===== src/rtl/shared_ram_arbiter_if.sv =====
// Signal bundle linking the CPU requester, the video fetcher and the shared RAM
// to the arbiter; the arbiter connects through the slave modport.
interface shared_ram_arbiter_if;
  localparam int unsigned AW = 15;
  localparam int unsigned DW = 16;
  localparam int unsigned BW = 2;

  logic          cpu_req;
  logic          cpu_we;
  logic [BW-1:0] cpu_be;
  logic [AW-1:0] cpu_addr;
  logic [DW-1:0] cpu_wdata;
  logic [DW-1:0] cpu_rdata;
  logic          cpu_dtack_n;

  logic          vid_req;
  logic [AW-1:0] vid_addr;
  logic          vid_ack;
  logic          vid_valid;
  logic [DW-1:0] vid_data;

  logic [AW-1:0] ram_addr;
  logic [BW-1:0] ram_we;
  logic [DW-1:0] ram_wdata;
  logic [DW-1:0] ram_rdata;

  modport slave (
    input  cpu_req, cpu_we, cpu_be, cpu_addr, cpu_wdata,
    input  vid_req, vid_addr,
    input  ram_rdata,
    output cpu_rdata, cpu_dtack_n,
    output vid_ack, vid_valid, vid_data,
    output ram_addr, ram_we, ram_wdata
  );

  modport master (
    output cpu_req, cpu_we, cpu_be, cpu_addr, cpu_wdata,
    output vid_req, vid_addr,
    output ram_rdata,
    input  cpu_rdata, cpu_dtack_n,
    input  vid_ack, vid_valid, vid_data,
    input  ram_addr, ram_we, ram_wdata
  );
endinterface


===== src/rtl/shared_ram_arbiter.sv =====
// Shares one single-port RAM between a 16-bit CPU bus (dtack handshake) and a
// pipelined video fetcher; video has priority until the CPU has lost STARVE_LIMIT times.
module shared_ram_arbiter #(
  parameter int unsigned STARVE_LIMIT = 4
) (
  input  logic                 clk,
  input  logic                 reset_n,
  shared_ram_arbiter_if.slave  bus
);
  localparam int unsigned AW = 15;
  localparam int unsigned DW = 16;
  localparam int unsigned BW = 2;
  localparam int unsigned CW = 4;

  typedef enum logic [1:0] {
    IDLE     = 2'd0,
    CPU_WAIT = 2'd1,
    CPU_HOLD = 2'd2
  } state_t;

  state_t        r_state;
  logic [CW-1:0] r_starve_cnt;
  logic          r_cpu_wr_p1;
  logic          r_cpu_rd_p1;
  logic          r_cpu_rd_p2;
  logic          r_vid_ack;
  logic          r_vid_valid;
  logic          r_dtack_n;
  logic [AW-1:0] r_ram_addr;
  logic [BW-1:0] r_ram_we;
  logic [DW-1:0] r_ram_wdata;
  logic [DW-1:0] r_cpu_rdata;

  logic w_cpu_elig;
  logic w_starved;
  logic w_cpu_grant;
  logic w_vid_grant;
  logic w_abort;
  logic w_done;

  // Arbitration: the CPU can only compete while no CPU cycle is outstanding.
  assign w_cpu_elig  = (r_state == IDLE) && bus.cpu_req;
  assign w_starved   = r_starve_cnt >= CW'(STARVE_LIMIT);
  assign w_cpu_grant = w_cpu_elig && (!bus.vid_req || w_starved);
  assign w_vid_grant = bus.vid_req && !w_cpu_grant;
  assign w_abort     = (r_state == CPU_WAIT) && !bus.cpu_req;
  assign w_done      = r_cpu_wr_p1 || r_cpu_rd_p2;

  always_ff @(posedge clk) begin
    if (!reset_n) begin
      r_state      <= IDLE;
      r_starve_cnt <= '0;
      r_cpu_wr_p1  <= 1'b0;
      r_cpu_rd_p1  <= 1'b0;
      r_cpu_rd_p2  <= 1'b0;
      r_vid_ack    <= 1'b0;
      r_vid_valid  <= 1'b0;
      r_dtack_n    <= 1'b1;
      r_ram_addr   <= '0;
      r_ram_we     <= '0;
      r_ram_wdata  <= '0;
      r_cpu_rdata  <= '0;
    end else begin
      r_vid_ack   <= w_vid_grant;
      r_vid_valid <= r_vid_ack;
      r_cpu_wr_p1 <= w_cpu_grant && bus.cpu_we;
      r_cpu_rd_p1 <= w_cpu_grant && !bus.cpu_we;
      // An aborted read still completes on the RAM but never reaches the CPU.
      r_cpu_rd_p2 <= r_cpu_rd_p1 && !w_abort;
      r_ram_we    <= '0;

      if (w_vid_grant) begin
        r_ram_addr <= bus.vid_addr;
      end else if (w_cpu_grant) begin
        r_ram_addr  <= bus.cpu_addr;
        r_ram_wdata <= bus.cpu_wdata;
        r_ram_we    <= bus.cpu_we ? bus.cpu_be : '0;
      end

      if (w_cpu_grant) begin
        r_starve_cnt <= '0;
      end else if (w_cpu_elig && w_vid_grant && (r_starve_cnt != '1)) begin
        r_starve_cnt <= r_starve_cnt + CW'(1);
      end

      case (r_state)
        IDLE: begin
          if (w_cpu_grant) r_state <= CPU_WAIT;
        end
        CPU_WAIT: begin
          if (w_abort) begin
            r_state <= IDLE;
          end else if (w_done) begin
            r_state   <= CPU_HOLD;
            r_dtack_n <= 1'b0;
            if (r_cpu_rd_p2) r_cpu_rdata <= bus.ram_rdata;
          end
        end
        CPU_HOLD: begin
          if (!bus.cpu_req) begin
            r_state   <= IDLE;
            r_dtack_n <= 1'b1;
          end
        end
        default: r_state <= IDLE;
      endcase
    end
  end

  assign bus.cpu_rdata   = r_cpu_rdata;
  assign bus.cpu_dtack_n = r_dtack_n;
  assign bus.vid_ack     = r_vid_ack;
  assign bus.vid_valid   = r_vid_valid;
  // RAM read data arrives in the vid_valid cycle, so it is forwarded directly.
  assign bus.vid_data    = bus.ram_rdata;
  assign bus.ram_addr    = r_ram_addr;
  assign bus.ram_we      = r_ram_we;
  assign bus.ram_wdata   = r_ram_wdata;
endmodule

===== src/flat_wrapper.sv =====
// flat-port wrapper written by rule: the top's interface ports become plain ports
module shared_ram_arbiter_flat 
#(
  parameter int unsigned STARVE_LIMIT = 4
)
  (clk, reset_n, bus_cpu_req, bus_cpu_we, bus_cpu_be, bus_cpu_addr, bus_cpu_wdata, bus_vid_req, bus_vid_addr, bus_ram_rdata, bus_cpu_rdata, bus_cpu_dtack_n, bus_vid_ack, bus_vid_valid, bus_vid_data, bus_ram_addr, bus_ram_we, bus_ram_wdata);
  shared_ram_arbiter_if bus_i ();
  input  logic clk;
  input  logic reset_n;
  input wire logic [$bits(bus_i.cpu_req)-1:0] bus_cpu_req;
  input wire logic [$bits(bus_i.cpu_we)-1:0] bus_cpu_we;
  input wire logic [$bits(bus_i.cpu_be)-1:0] bus_cpu_be;
  input wire logic [$bits(bus_i.cpu_addr)-1:0] bus_cpu_addr;
  input wire logic [$bits(bus_i.cpu_wdata)-1:0] bus_cpu_wdata;
  input wire logic [$bits(bus_i.vid_req)-1:0] bus_vid_req;
  input wire logic [$bits(bus_i.vid_addr)-1:0] bus_vid_addr;
  input wire logic [$bits(bus_i.ram_rdata)-1:0] bus_ram_rdata;
  output wire logic [$bits(bus_i.cpu_rdata)-1:0] bus_cpu_rdata;
  output wire logic [$bits(bus_i.cpu_dtack_n)-1:0] bus_cpu_dtack_n;
  output wire logic [$bits(bus_i.vid_ack)-1:0] bus_vid_ack;
  output wire logic [$bits(bus_i.vid_valid)-1:0] bus_vid_valid;
  output wire logic [$bits(bus_i.vid_data)-1:0] bus_vid_data;
  output wire logic [$bits(bus_i.ram_addr)-1:0] bus_ram_addr;
  output wire logic [$bits(bus_i.ram_we)-1:0] bus_ram_we;
  output wire logic [$bits(bus_i.ram_wdata)-1:0] bus_ram_wdata;
  assign bus_i.cpu_req = bus_cpu_req;
  assign bus_i.cpu_we = bus_cpu_we;
  assign bus_i.cpu_be = bus_cpu_be;
  assign bus_i.cpu_addr = bus_cpu_addr;
  assign bus_i.cpu_wdata = bus_cpu_wdata;
  assign bus_i.vid_req = bus_vid_req;
  assign bus_i.vid_addr = bus_vid_addr;
  assign bus_i.ram_rdata = bus_ram_rdata;
  assign bus_cpu_rdata = bus_i.cpu_rdata;
  assign bus_cpu_dtack_n = bus_i.cpu_dtack_n;
  assign bus_vid_ack = bus_i.vid_ack;
  assign bus_vid_valid = bus_i.vid_valid;
  assign bus_vid_data = bus_i.vid_data;
  assign bus_ram_addr = bus_i.ram_addr;
  assign bus_ram_we = bus_i.ram_we;
  assign bus_ram_wdata = bus_i.ram_wdata;
  shared_ram_arbiter #(.STARVE_LIMIT(STARVE_LIMIT)) u_core (.clk(clk), .reset_n(reset_n), .bus(bus_i));
endmodule

===== config.mk =====
export PLATFORM = sky130hd
export DESIGN_NAME = shared_ram_arbiter_flat
export DESIGN_NICKNAME = d
export VERILOG_FILES = /design/src/rtl/shared_ram_arbiter_if.sv /design/src/rtl/shared_ram_arbiter.sv /design/src/flat_wrapper.sv
export SDC_FILE = /design/constraint.sdc
export NUM_CORES = 1
export LEC_CHECK = 0
export CAP_MARGIN = 25
export CORE_MARGIN = 5
export CORE_UTILIZATION = 32
export CTS_BUF_LIST = sky130_fd_sc_hd__clkbuf_16
export DETAILED_ROUTE_END_ITERATION = 6
export HOLD_SLACK_MARGIN = 0.15
export PLACE_DENSITY_LB_ADDON = 0.05
export REMOVE_ABC_BUFFERS = 1
export SLEW_MARGIN = 30
export SYNTH_ARGS = -nofsm -noshare
export SYNTH_HDL_FRONTEND = slang
export SYNTH_SLANG_ARGS = --single-unit

===== constraint.sdc =====
create_clock -name clk -period 1.95 [get_ports clk]
set_input_delay 0.195 -clock clk [delete_from_list [all_inputs] [get_ports clk]]
set_output_delay 0.195 -clock clk [all_outputs]
set_load 0.05 [all_outputs]

==> flow_summary.ini <==
[outcome]
outcome = finished, final reports clean

[worst_hold_path]
holdCritPathClass = input port to flip-flop

[timing]
fin_crit_ns = 1.68
finalSetupViolCount = 0
fmax_mhz = 594
relSlewSlack_pct = 64.2
fin_crit_sh_pct = 86.3
fin_setup_tns_ns = 0
final_hold_viol_count = 0
worst_slew_pin_slew_ns = 0.536
setup_slack_ns = 0.267
final_max_slew_viol_count = 0
skew_ns = 0.00611
grt_setup_unrepaired = no
whs_ns = 0.297

[clocking]
cts.path.max_buffers = 2
cts.sink_count = 61
cts_tree = done
clock_latency_ns = 0.32
htreeDepth = 3
cts_setup_buffers = 0
hold_buffers = 0
cts_root_buf = clkbuf_16
numCtsBuffers = 9
clk_pin_slew_ns = 0.05
cts_resized = 0

[yosys]
synth_warnings = 0
synth.most_common_cell = nand2_1
synthesis.instances = 276
synth_edf_count = 0
syn-cell-area_um2 = 2640
yosysUniqueCellTypes = 31
synth_top_cell_by_area = dfxtp_1
ys_ff_latch = 61
synth_flop_cell = dfxtp_1
async_flop_share_pct = 0
ys_seq_area_share_pct = 46.3
synthTopCellsByCount = nand2_1 (65), dfxtp_1 (61), mux2i_1 (31)
avgSynthCellArea_um2 = 9.56
synthTopCellsByArea = dfxtp_1 (46%), mux2i_1 (12%), nand2_1 (9.2%)
synth_top_area_share_pct = 46.3

[global_routing]
grt_first_pass_wirelength_um = 11300
grt_overflow = 0
grt_pass1_vias = 2344
grt.total_usage_pct = 14.1
antenna_found_initial = 0
grt_max_degree = 44

[floorplan]
io_pins = 137
fp.dieW_um = 101
die_area_um2 = 10200
placementRows = 33
start_util_pct = 32.4
core_area_um2 = 8130
fp.dieH_um = 101

[placement]
gp_congestion = 0.734
dp_slack_ns = 0.154
dpl.hpwl_um = 5260
port_buffers = 136

[power_and_ir_drop]
power_leakage_nw = 1.79
combPwrFrac_pct = 18.1
ir_drop_mv = 0.369
p_total_mw = 3.77
p_per_area_nw_per_um2 = 880
p_switching_mw = 0.936
clock_power_share_pct = 46.7
p_seq_share_pct = 35.2
switching_share_pct = 24.8
p_int_mw = 2.84

[routing]
drcViolationCount = 0
wirelength_um = 7120
via_count = 2300
wl_per_cell_um = 14.0
route.antenna.remaining_nets = 0
drt-initial-drc-count = 49
via_per_inst = 4.53
detail_route.first_pass.iterations = 4

[critical_path]
worstSetupPathType = flip-flop to output port
end_kind = output port
rrSetupSlack_ns = 0.44
worstPathCellList = clkdlybuf4s50_1
reg2reg_from = u_core.r_state[0]
rr_worst_depth = 4
cp-start-kind = flip-flop
crit_required_ns = 1.75
path_buf_inv = 1
crit_end = bus_cpu_dtack_n
worstPathArrival_ns = 1.49
path_depth = 1
worstSetupStartpoint = u_core.bus.cpu_dtack_n
worstReg2RegEnd = u_core.bus.ram_wdata[7]
cpLargestDelayFamily = buffers and inverters
worst_path_max_delay_cell = clkdlybuf4s50_1
crit_path_max_fanout = 3
max_stage_delay_ns = 0.81

[cells_and_area]
syn2layout_area_growth_pct = 62.4
num_antenna_cells = 0
final_core_util_pct = 52.7
nets = 468
drive_above_1_share_pct = 11.2

[flow_run]
maxCapViolCount = 0
-- how the worst min path moves through the flow --
stage	startpoint	to	slack (ns)	cells past startpoint
after floorplan	bus_cpu_we	u_core.r_cpu_rd_p1	0.27	1
after global placement	u_core.r_cpu_rd_p1	u_core.r_cpu_rd_p2	0.44	1
after detailed placement	u_core.r_cpu_rd_p1	u_core.r_cpu_rd_p2	0.44	1
after CTS	reset_n	u_core.bus.cpu_dtack_n	0.29	2
after global routing	reset_n	u_core.bus.cpu_dtack_n	0.33	2
final	reset_n	u_core.bus.cpu_dtack_n	0.30	2
-- metrics by stage --
step / instances / instance area (µm²)
floorplan: 238 / 2380
global placement: 492 / 3960
detailed placement: 492 / 3960
CTS: 508 / 4290
global route: 508 / 4290
finish: 508 / 4290
-- sequential cells by signal (all words and copies together), names as in the netlist --
| name | flops |
|---|---|
| u_core.r_cpu_rd_p2 | 1 |
| u_core.bus.ram_we | 2 |
| u_core.r_cpu_wr_p1 | 1 |
| u_core.r_cpu_rd_p1 | 1 |
| u_core.bus.cpu_rdata | 16 |
| u_core.bus.ram_addr | 15 |
| u_core.bus.cpu_dtack_n | 1 |
| u_core.r_state | 2 |
| u_core.r_starve_cnt | 4 |
| u_core.bus.ram_wdata | 16 |
| u_core.bus.vid_ack | 1 |
| u_core.bus.vid_valid | 1 |
-- final cells by class --
cell class                 count  area, µm²
clock buffer                   9        225
clock inverter                 7        105
fill                         740       3850
multi-input combinational    177       1160
sequential                    61       1220
tap                          105        131
timing repair buffer         149       1440
-- layout by cell type, fill, tap and decap left out, drive strengths merged, types with 4 or more instances in the layout --
cell type and n:
clkdlybuf4s50 119, nand2 65, dfxtp 61, mux2i 31
buf 30, o21ai 19, o211a 16, a21boi 16
clkbuf 9, nand2b 5, and3 4, nor2 4
-- routing by layer --
layer	routed length, µm	global-route usage, %	part of all wire (%)
met3	577	6.57	8.1
met1	2880	16.3	40
met4	59	3.42	0.83
met2	3610	23.6	51
met5	0	0	0
-- kinds of logic after synthesis --
family	synth area share [%]
simple gates	16.8
flops	46.3
compound gates	14.7
buf+inv	9.63
mux	11.8
xor+xnor	0.332
fa+ha+maj	0.474
-- power by group through the flow --
| stage | Combinational (mW) | Clock (mW) | Sequential [mW] |
|---|---|---|---|
| floorplan | 0.125 | 0 | 1.51 |
| global placement | 0.688 | 0 | 1.35 |
| detailed placement | 0.691 | 0 | 1.35 |
| CTS | 0.693 | 1.82 | 1.33 |
| global route | 0.726 | 1.87 | 1.33 |
| finish | 0.685 | 1.76 | 1.33 |
Note: power is estimated with default switching activity, not from simulation.
